**src/rtl/fft_r2_core.sv**
```systemverilog
// In-place radix-2 DIT FFT engine over an external single-port memory and twiddle ROM.
// Define FFT_STAGE_SCALE_EN to halve every butterfly output (1/N overall); default wraps to DW bits.
module fft_r2_core #(
  parameter int LOG2N = 10,
  parameter int DW    = 16
) (
  input  logic              clk,
  input  logic              reset,
  input  logic              start,
  input  logic              inv,
  output logic              ready,
  output logic              cs,
  output logic              we,
  output logic [LOG2N-1:0]  addr,
  output logic [2*DW-1:0]   w_data,
  input  logic [2*DW-1:0]   r_data,
  output logic [LOG2N-2:0]  tw_addr,
  input  logic [2*DW-1:0]   tw_data
);
  localparam int SW = $clog2(LOG2N);
  localparam int PW = 2*DW + 2;

  typedef enum logic [3:0] {
    IDLE, BR_RA, BR_RB, BR_CAP, BR_WA, BR_WB,
    BF_RA, BF_RB, BF_CAP, BF_WA, BF_WB, DONE
  } state_t;

  state_t           state, state_n;
  logic [LOG2N-1:0] idx, idx_n;
  logic [SW-1:0]    stg, stg_n;
  logic [LOG2N-2:0] bfly, bfly_n;
  logic             inv_q, inv_n;
  logic [2*DW-1:0]  op_a, op_a_n, op_b, op_b_n, w_data_n;
  logic             ready_n, cs_n, we_n;
  logic [LOG2N-1:0] addr_n;
  logic [LOG2N-2:0] tw_addr_n;

  function automatic logic [LOG2N-1:0] bit_rev(input logic [LOG2N-1:0] v);
    logic [LOG2N-1:0] r;
    for (int b = 0; b < LOG2N; b++) r[b] = v[LOG2N-1-b];
    return r;
  endfunction

  // Butterfly j of stage s: low index inserts a zero at bit s of j, twiddle is offset << (LOG2N-1-s)
  logic [LOG2N-1:0] rev_cur, rev_n, jw_n, mask_n, lo_n, hi_n;
  logic [LOG2N-2:0] k_n;
  assign rev_cur = bit_rev(idx);
  assign rev_n   = bit_rev(idx_n);
  assign jw_n    = {1'b0, bfly_n};
  assign mask_n  = (LOG2N'(1) << stg_n) - LOG2N'(1);
  assign lo_n    = ((jw_n & ~mask_n) << 1) | (jw_n & mask_n);
  assign hi_n    = lo_n | (LOG2N'(1) << stg_n);
  assign k_n     = (LOG2N-1)'(jw_n & mask_n) << (SW'(LOG2N-1) - stg_n);

  logic signed [DW-1:0] ar, ai, br, bi, wr, wi;
  logic signed [DW:0]   wi_ext, wi_eff, t_re, t_im, sum_re, sum_im, dif_re, dif_im;
  logic signed [PW-1:0] br_x, bi_x, wr_x, wi_x, t_re_full, t_im_full;
  logic [DW-1:0]        a_re, a_im, b_re, b_im;

  assign {ar, ai} = op_a;
  assign {br, bi} = r_data;
  assign {wr, wi} = tw_data;
  // Negation at DW+1 bits so a -1.0 imaginary twiddle conjugates without overflow
  assign wi_ext = {wi[DW-1], wi};
  assign wi_eff = inv_q ? -wi_ext : wi_ext;
  assign br_x   = PW'(br);
  assign bi_x   = PW'(bi);
  assign wr_x   = PW'(wr);
  assign wi_x   = PW'(wi_eff);
  assign t_re_full = br_x * wr_x - bi_x * wi_x;
  assign t_im_full = br_x * wi_x + bi_x * wr_x;
  assign t_re   = (DW+1)'(t_re_full >>> (DW-1));
  assign t_im   = (DW+1)'(t_im_full >>> (DW-1));
  assign sum_re = (DW+1)'(ar) + t_re;
  assign sum_im = (DW+1)'(ai) + t_im;
  assign dif_re = (DW+1)'(ar) - t_re;
  assign dif_im = (DW+1)'(ai) - t_im;

`ifdef FFT_STAGE_SCALE_EN
  assign a_re = DW'(sum_re >>> 1);
  assign a_im = DW'(sum_im >>> 1);
  assign b_re = DW'(dif_re >>> 1);
  assign b_im = DW'(dif_im >>> 1);
`else
  assign a_re = DW'(sum_re);
  assign a_im = DW'(sum_im);
  assign b_re = DW'(dif_re);
  assign b_im = DW'(dif_im);
`endif

  // op_b always holds the word for the second write, so WA -> WB is shared by both phases
  always_comb begin
    state_n  = state;
    idx_n    = idx;
    stg_n    = stg;
    bfly_n   = bfly;
    inv_n    = inv_q;
    op_a_n   = op_a;
    op_b_n   = op_b;
    w_data_n = w_data;
    case (state)
      IDLE: if (start) begin
        state_n = BR_RA;
        idx_n   = '0;
        stg_n   = '0;
        bfly_n  = '0;
        inv_n   = inv;
      end
      BR_RA: begin
        if (idx < rev_cur) state_n = BR_RB;
        else if (idx == '1) state_n = BF_RA;
        else idx_n = idx + 1'b1;
      end
      BR_RB:  begin state_n = BR_CAP; op_a_n = r_data; end
      BR_CAP: begin state_n = BR_WA; w_data_n = r_data; op_b_n = op_a; end
      BR_WA:  begin state_n = BR_WB; w_data_n = op_b; end
      BR_WB: begin
        if (idx == '1) state_n = BF_RA;
        else begin
          state_n = BR_RA;
          idx_n   = idx + 1'b1;
        end
      end
      BF_RA:  state_n = BF_RB;
      BF_RB:  begin state_n = BF_CAP; op_a_n = r_data; end
      BF_CAP: begin state_n = BF_WA; w_data_n = {a_re, a_im}; op_b_n = {b_re, b_im}; end
      BF_WA:  begin state_n = BF_WB; w_data_n = op_b; end
      BF_WB: begin
        state_n = BF_RA;
        if (bfly == '1) begin
          bfly_n = '0;
          if (stg == SW'(LOG2N-1)) state_n = DONE;
          else stg_n = stg + 1'b1;
        end else begin
          bfly_n = bfly + 1'b1;
        end
      end
      DONE:    state_n = IDLE;
      default: state_n = IDLE;
    endcase
  end

  // Outputs are registered from the upcoming state so they change only on clock edges
  always_comb begin
    ready_n   = 1'b0;
    cs_n      = 1'b0;
    we_n      = 1'b0;
    addr_n    = addr;
    tw_addr_n = tw_addr;
    case (state_n)
      IDLE:  ready_n = 1'b1;
      BR_RA: begin cs_n = (idx_n < rev_n); addr_n = idx_n; end
      BR_RB: begin cs_n = 1'b1; addr_n = rev_n; end
      BR_WA: begin cs_n = 1'b1; we_n = 1'b1; addr_n = idx_n; end
      BR_WB: begin cs_n = 1'b1; we_n = 1'b1; addr_n = rev_n; end
      BF_RA: begin cs_n = 1'b1; addr_n = lo_n; tw_addr_n = k_n; end
      BF_RB: begin cs_n = 1'b1; addr_n = hi_n; end
      BF_WA: begin cs_n = 1'b1; we_n = 1'b1; addr_n = lo_n; end
      BF_WB: begin cs_n = 1'b1; we_n = 1'b1; addr_n = hi_n; end
      default: ;
    endcase
  end

  always_ff @(posedge clk or posedge reset) begin
    if (reset) begin
      state   <= IDLE;
      idx     <= '0;
      stg     <= '0;
      bfly    <= '0;
      inv_q   <= 1'b0;
      op_a    <= '0;
      op_b    <= '0;
      ready   <= 1'b1;
      cs      <= 1'b0;
      we      <= 1'b0;
      addr    <= '0;
      w_data  <= '0;
      tw_addr <= '0;
    end else begin
      state   <= state_n;
      idx     <= idx_n;
      stg     <= stg_n;
      bfly    <= bfly_n;
      inv_q   <= inv_n;
      op_a    <= op_a_n;
      op_b    <= op_b_n;
      ready   <= ready_n;
      cs      <= cs_n;
      we      <= we_n;
      addr    <= addr_n;
      w_data  <= w_data_n;
      tw_addr <= tw_addr_n;
    end
  end
endmodule

```
**config.mk**
```make
export PLATFORM = sky130hd
export DESIGN_NAME = fft_r2_core
export DESIGN_NICKNAME = d
export VERILOG_FILES = /design/src/rtl/fft_r2_core.sv
export SDC_FILE = /design/constraint.sdc
export NUM_CORES = 2
export LEC_CHECK = 0
export ABC_AREA = 1
export BUFFER_PORTS_ARGS = -buffer_cell sky130_fd_sc_hd__buf_4
export CELL_PAD_IN_SITES_DETAIL_PLACEMENT = 1
export CELL_PAD_IN_SITES_GLOBAL_PLACEMENT = 1
export CORE_UTILIZATION = 35
export DETAILED_ROUTE_END_ITERATION = 8
export HOLD_SLACK_MARGIN = 0.03
export PLACE_DENSITY_LB_ADDON = 0.1
export SLEW_MARGIN = 20
export SYNTH_ARGS = -nofsm -noshare
export SYNTH_HDL_FRONTEND = slang
export SYNTH_SLANG_ARGS = --single-unit
export TNS_END_PERCENT = 10
```
**constraint.sdc**
```tcl
create_clock -name clk -period 8.5 [get_ports clk]
set_input_delay 1.7 -clock clk [delete_from_list [all_inputs] [get_ports clk]]
set_output_delay 1.7 -clock clk [all_outputs]
set_load 0.1 [all_outputs]
```
==> metrics <==
outcome=complete, but fails checks; failing checks=setup timing; Die H=382 um; sequential share of the synthesized area=7.23%; number of flops mapped to enable cells by yosys=0; fin util=43.9%; die area=146,000 sq um; area post-placement=60,000 sq um; fmax=0.0964 GHz; antenna cells=0; Synth async-reset ratio=100%; Critical Path Fanout Max=7; io pins=122; Finished Cell Area=63,000 sq um; Post-CTS Hold Buffers=0; FILL cells=17,300; fin crit share=122%; largest net degree at the start of global routing=80; crit path buf inv count=15; Crit Path Category=input pin to register; setup violators final=64; Setup crit end kind=register; hpwl dp=169,000 um; final critical-path required period=10.37 ns; dpl ws=-3.01 ns; Slowest Stage Delay on Critical Path=0.59 ns; TritonCTS Buffers=17; Pre-Repair DR Iteration Count=5; RSZ-0062 raised after global routing=yes; HP Class=register to register; Crit-path slowest cell=fa_1; H-tree level count=4; critical path arrival=10.73 ns; deepest clock path buffer count=2; Final WS setup=-1.87 ns; flop2flop setup slack=-0.81 ns; die width=382 um; TritonCTS clock tree=built; Worst Hold Margin=0.482 ns; post-synthesis cell count=6,315; Top FF cell, synth=dfrtp_1; gr ovfl total=0; first-pass GRT wire length=300,000 um; area grow syn2layout=24.5%; initial core utilization=35.3%; Final #Nets=8,666; vias in the first global route=48,000; Synth Register Bits=146; # port buffers=121; total number of vias=42,800; DR WL/cell=21.6 um; # rows=139; core area=143,000 sq um; CP delay by family, top=adder cells; Via density=4.76; Post-Syn Area=50,600 sq um; synth top area cells=fa_1 45%, inv_1 14%, ha_1 9.4%; Slew @ Worst Pin=0.963 ns; Final Skew=0.0205 ns; Slew Viols, Final=0; max cap viols=0; share of layout cells above drive strength 1=20.3%; Post-route DRC=0; syn nets=7,897; clk root buf=clkbuf_16; Netlist cell types=62; Reg clk slew, reported paths=0.07 ns; routability cong.=0.903; CTS sink cnt=146; Crit path top cell by count=fa_1; WL final=194,000 um; WP data required=8.86 ns; Setup crit start kind=input pin; later-pin clock latency in the skew report=0.47 ns; antenna violations before repair=3; antenna-violating nets left=0; normalized max-slew margin=35.7%; Total Routing Usage GR=27.5%; Iteration-0 DRC Markers=2,138; Synth area leader=fa_1; Mean Syn Cell Area=8.01 sq um; Final Hold Viols=0; Yosys top cell area share=44.9%; yosys warns=0
final timing paths:
kind,from,endpoint,cells past startpoint
worst max register to register,inv_q,op_b[31],42
min in group asynchronous,reset,w_data[21],2
max in group asynchronous,reset,op_a[23],3
worst min register to register,tw_addr[7],tw_addr[7],1
worst max-delay path,tw_data[4],op_b[31],50
worst min-delay path,tw_addr[7],tw_addr[7],1
layer usage:
metal,vias to the layer above,share of wire (%),global-route usage [%]
met5,-,0.0088,0
met4,2,2.1,4.89
met3,119,2.5,1.31
met2,614,49,46.9
met1,22400,47,38.8
li1,19700,-,-
through the flow:
stage	instances	setup TNS [ns]
6_report	8999	-88.50
5_1_grt	8999	-112.26
4_1_cts	8973	-89.41
3_5_place_dp	8912	-155.26
3_3_place_gp	8912	-145.35
2_1_floorplan	6315	-63.88
logic make-up after synthesis:
family                   count (synthesis)  synth area share, %
AO/OA/AOI/OAI                          495                 5.84
XOR/XNOR                                84                 1.45
adder cells (fa/ha/maj)               1514                 54.3
buffers and inverters                 2137                 15.9
flip-flops                             146                 7.23
AND/OR/NAND/NOR                       1939                 15.3
state kept, by name, indices dropped and copies added, names as in the netlist, 4 cells and up:
signal   cells
op_a        32
idx         10
addr        10
stg          4
op_b        32
state        4
tw_addr      9
bfly         9
w_data      32
area by class of cell:
cell class | count | area, sq um | share of cell area, %
clock buffers | 17 | 425 | 0.676
clock inverters | 14 | 196 | 0.312
inverters | 1896 | 7190 | 11.4
multi-input cells | 4032 | 40900 | 65.0
flip-flops and latches | 146 | 3650 | 5.80
well taps | 1903 | 2380 | 3.78
repair buffers | 990 | 8180 | 13.0
repair inverters | 1 | 16.3 | 0.0258
cells in the mapped netlist (all sizes together), types with 9 or more instances:
| cell | number |
|---|---|
| xor2 | 55 |
| a21o | 9 |
| nand4 | 21 |
| fa | 1135 |
| or2 | 22 |
| nor3 | 23 |
| inv | 1888 |
| o211ai | 19 |
| nor4 | 11 |
| ha | 379 |
| nand2 | 1264 |
| buf | 32 |
| o221ai | 22 |
| xnor2 | 29 |
| clkbuf | 209 |
| a21oi | 169 |
| nand3 | 119 |
| a31oi | 26 |
| o21a | 9 |
| dfrtp | 145 |
| o21ai | 167 |
| nor2 | 470 |
| a221oi | 28 |
| a22oi | 9 |
cell usage in the layout, fill, tap and decap left out, types with 16 or more instances in the layout:
| cell type | n |
|---|---|
| inv_1 | 1829 |
| nand2_1 | 1209 |
| fa_1 | 1108 |
| buf_4 | 916 |
| nor2_1 | 432 |
| ha_1 | 327 |
| dfrtp_1 | 145 |
| a21oi_1 | 115 |
| o21ai_0 | 106 |
| nand3_1 | 103 |
| buf_12 | 52 |
| a21oi_2 | 50 |
| ha_4 | 47 |
| inv_2 | 45 |
| nand2_2 | 40 |
| o21ai_1 | 39 |
| xor2_1 | 38 |
| fa_2 | 27 |
| nor2_2 | 24 |
| xnor2_1 | 22 |
| a221oi_1 | 22 |
| nand4_1 | 21 |
| o21ai_2 | 20 |
| o211ai_1 | 19 |
| o221ai_1 | 18 |
| a31oi_1 | 17 |
| clkbuf_16 | 17 |
| buf_6 | 17 |
| or2_2 | 16 |
timing repair:
item	4_1_cts	5_1_grt
endpoints found under the setup margin	64	64
cloned	1	0
hold endpoints to repair	0	0
gates resized for setup	263	182
setup buffers	29	27
pin swaps	111	82
Power is left out: the tool's default activity adds up to more than one toggle a clock period on the data nets, which glitch-free logic cannot reach.
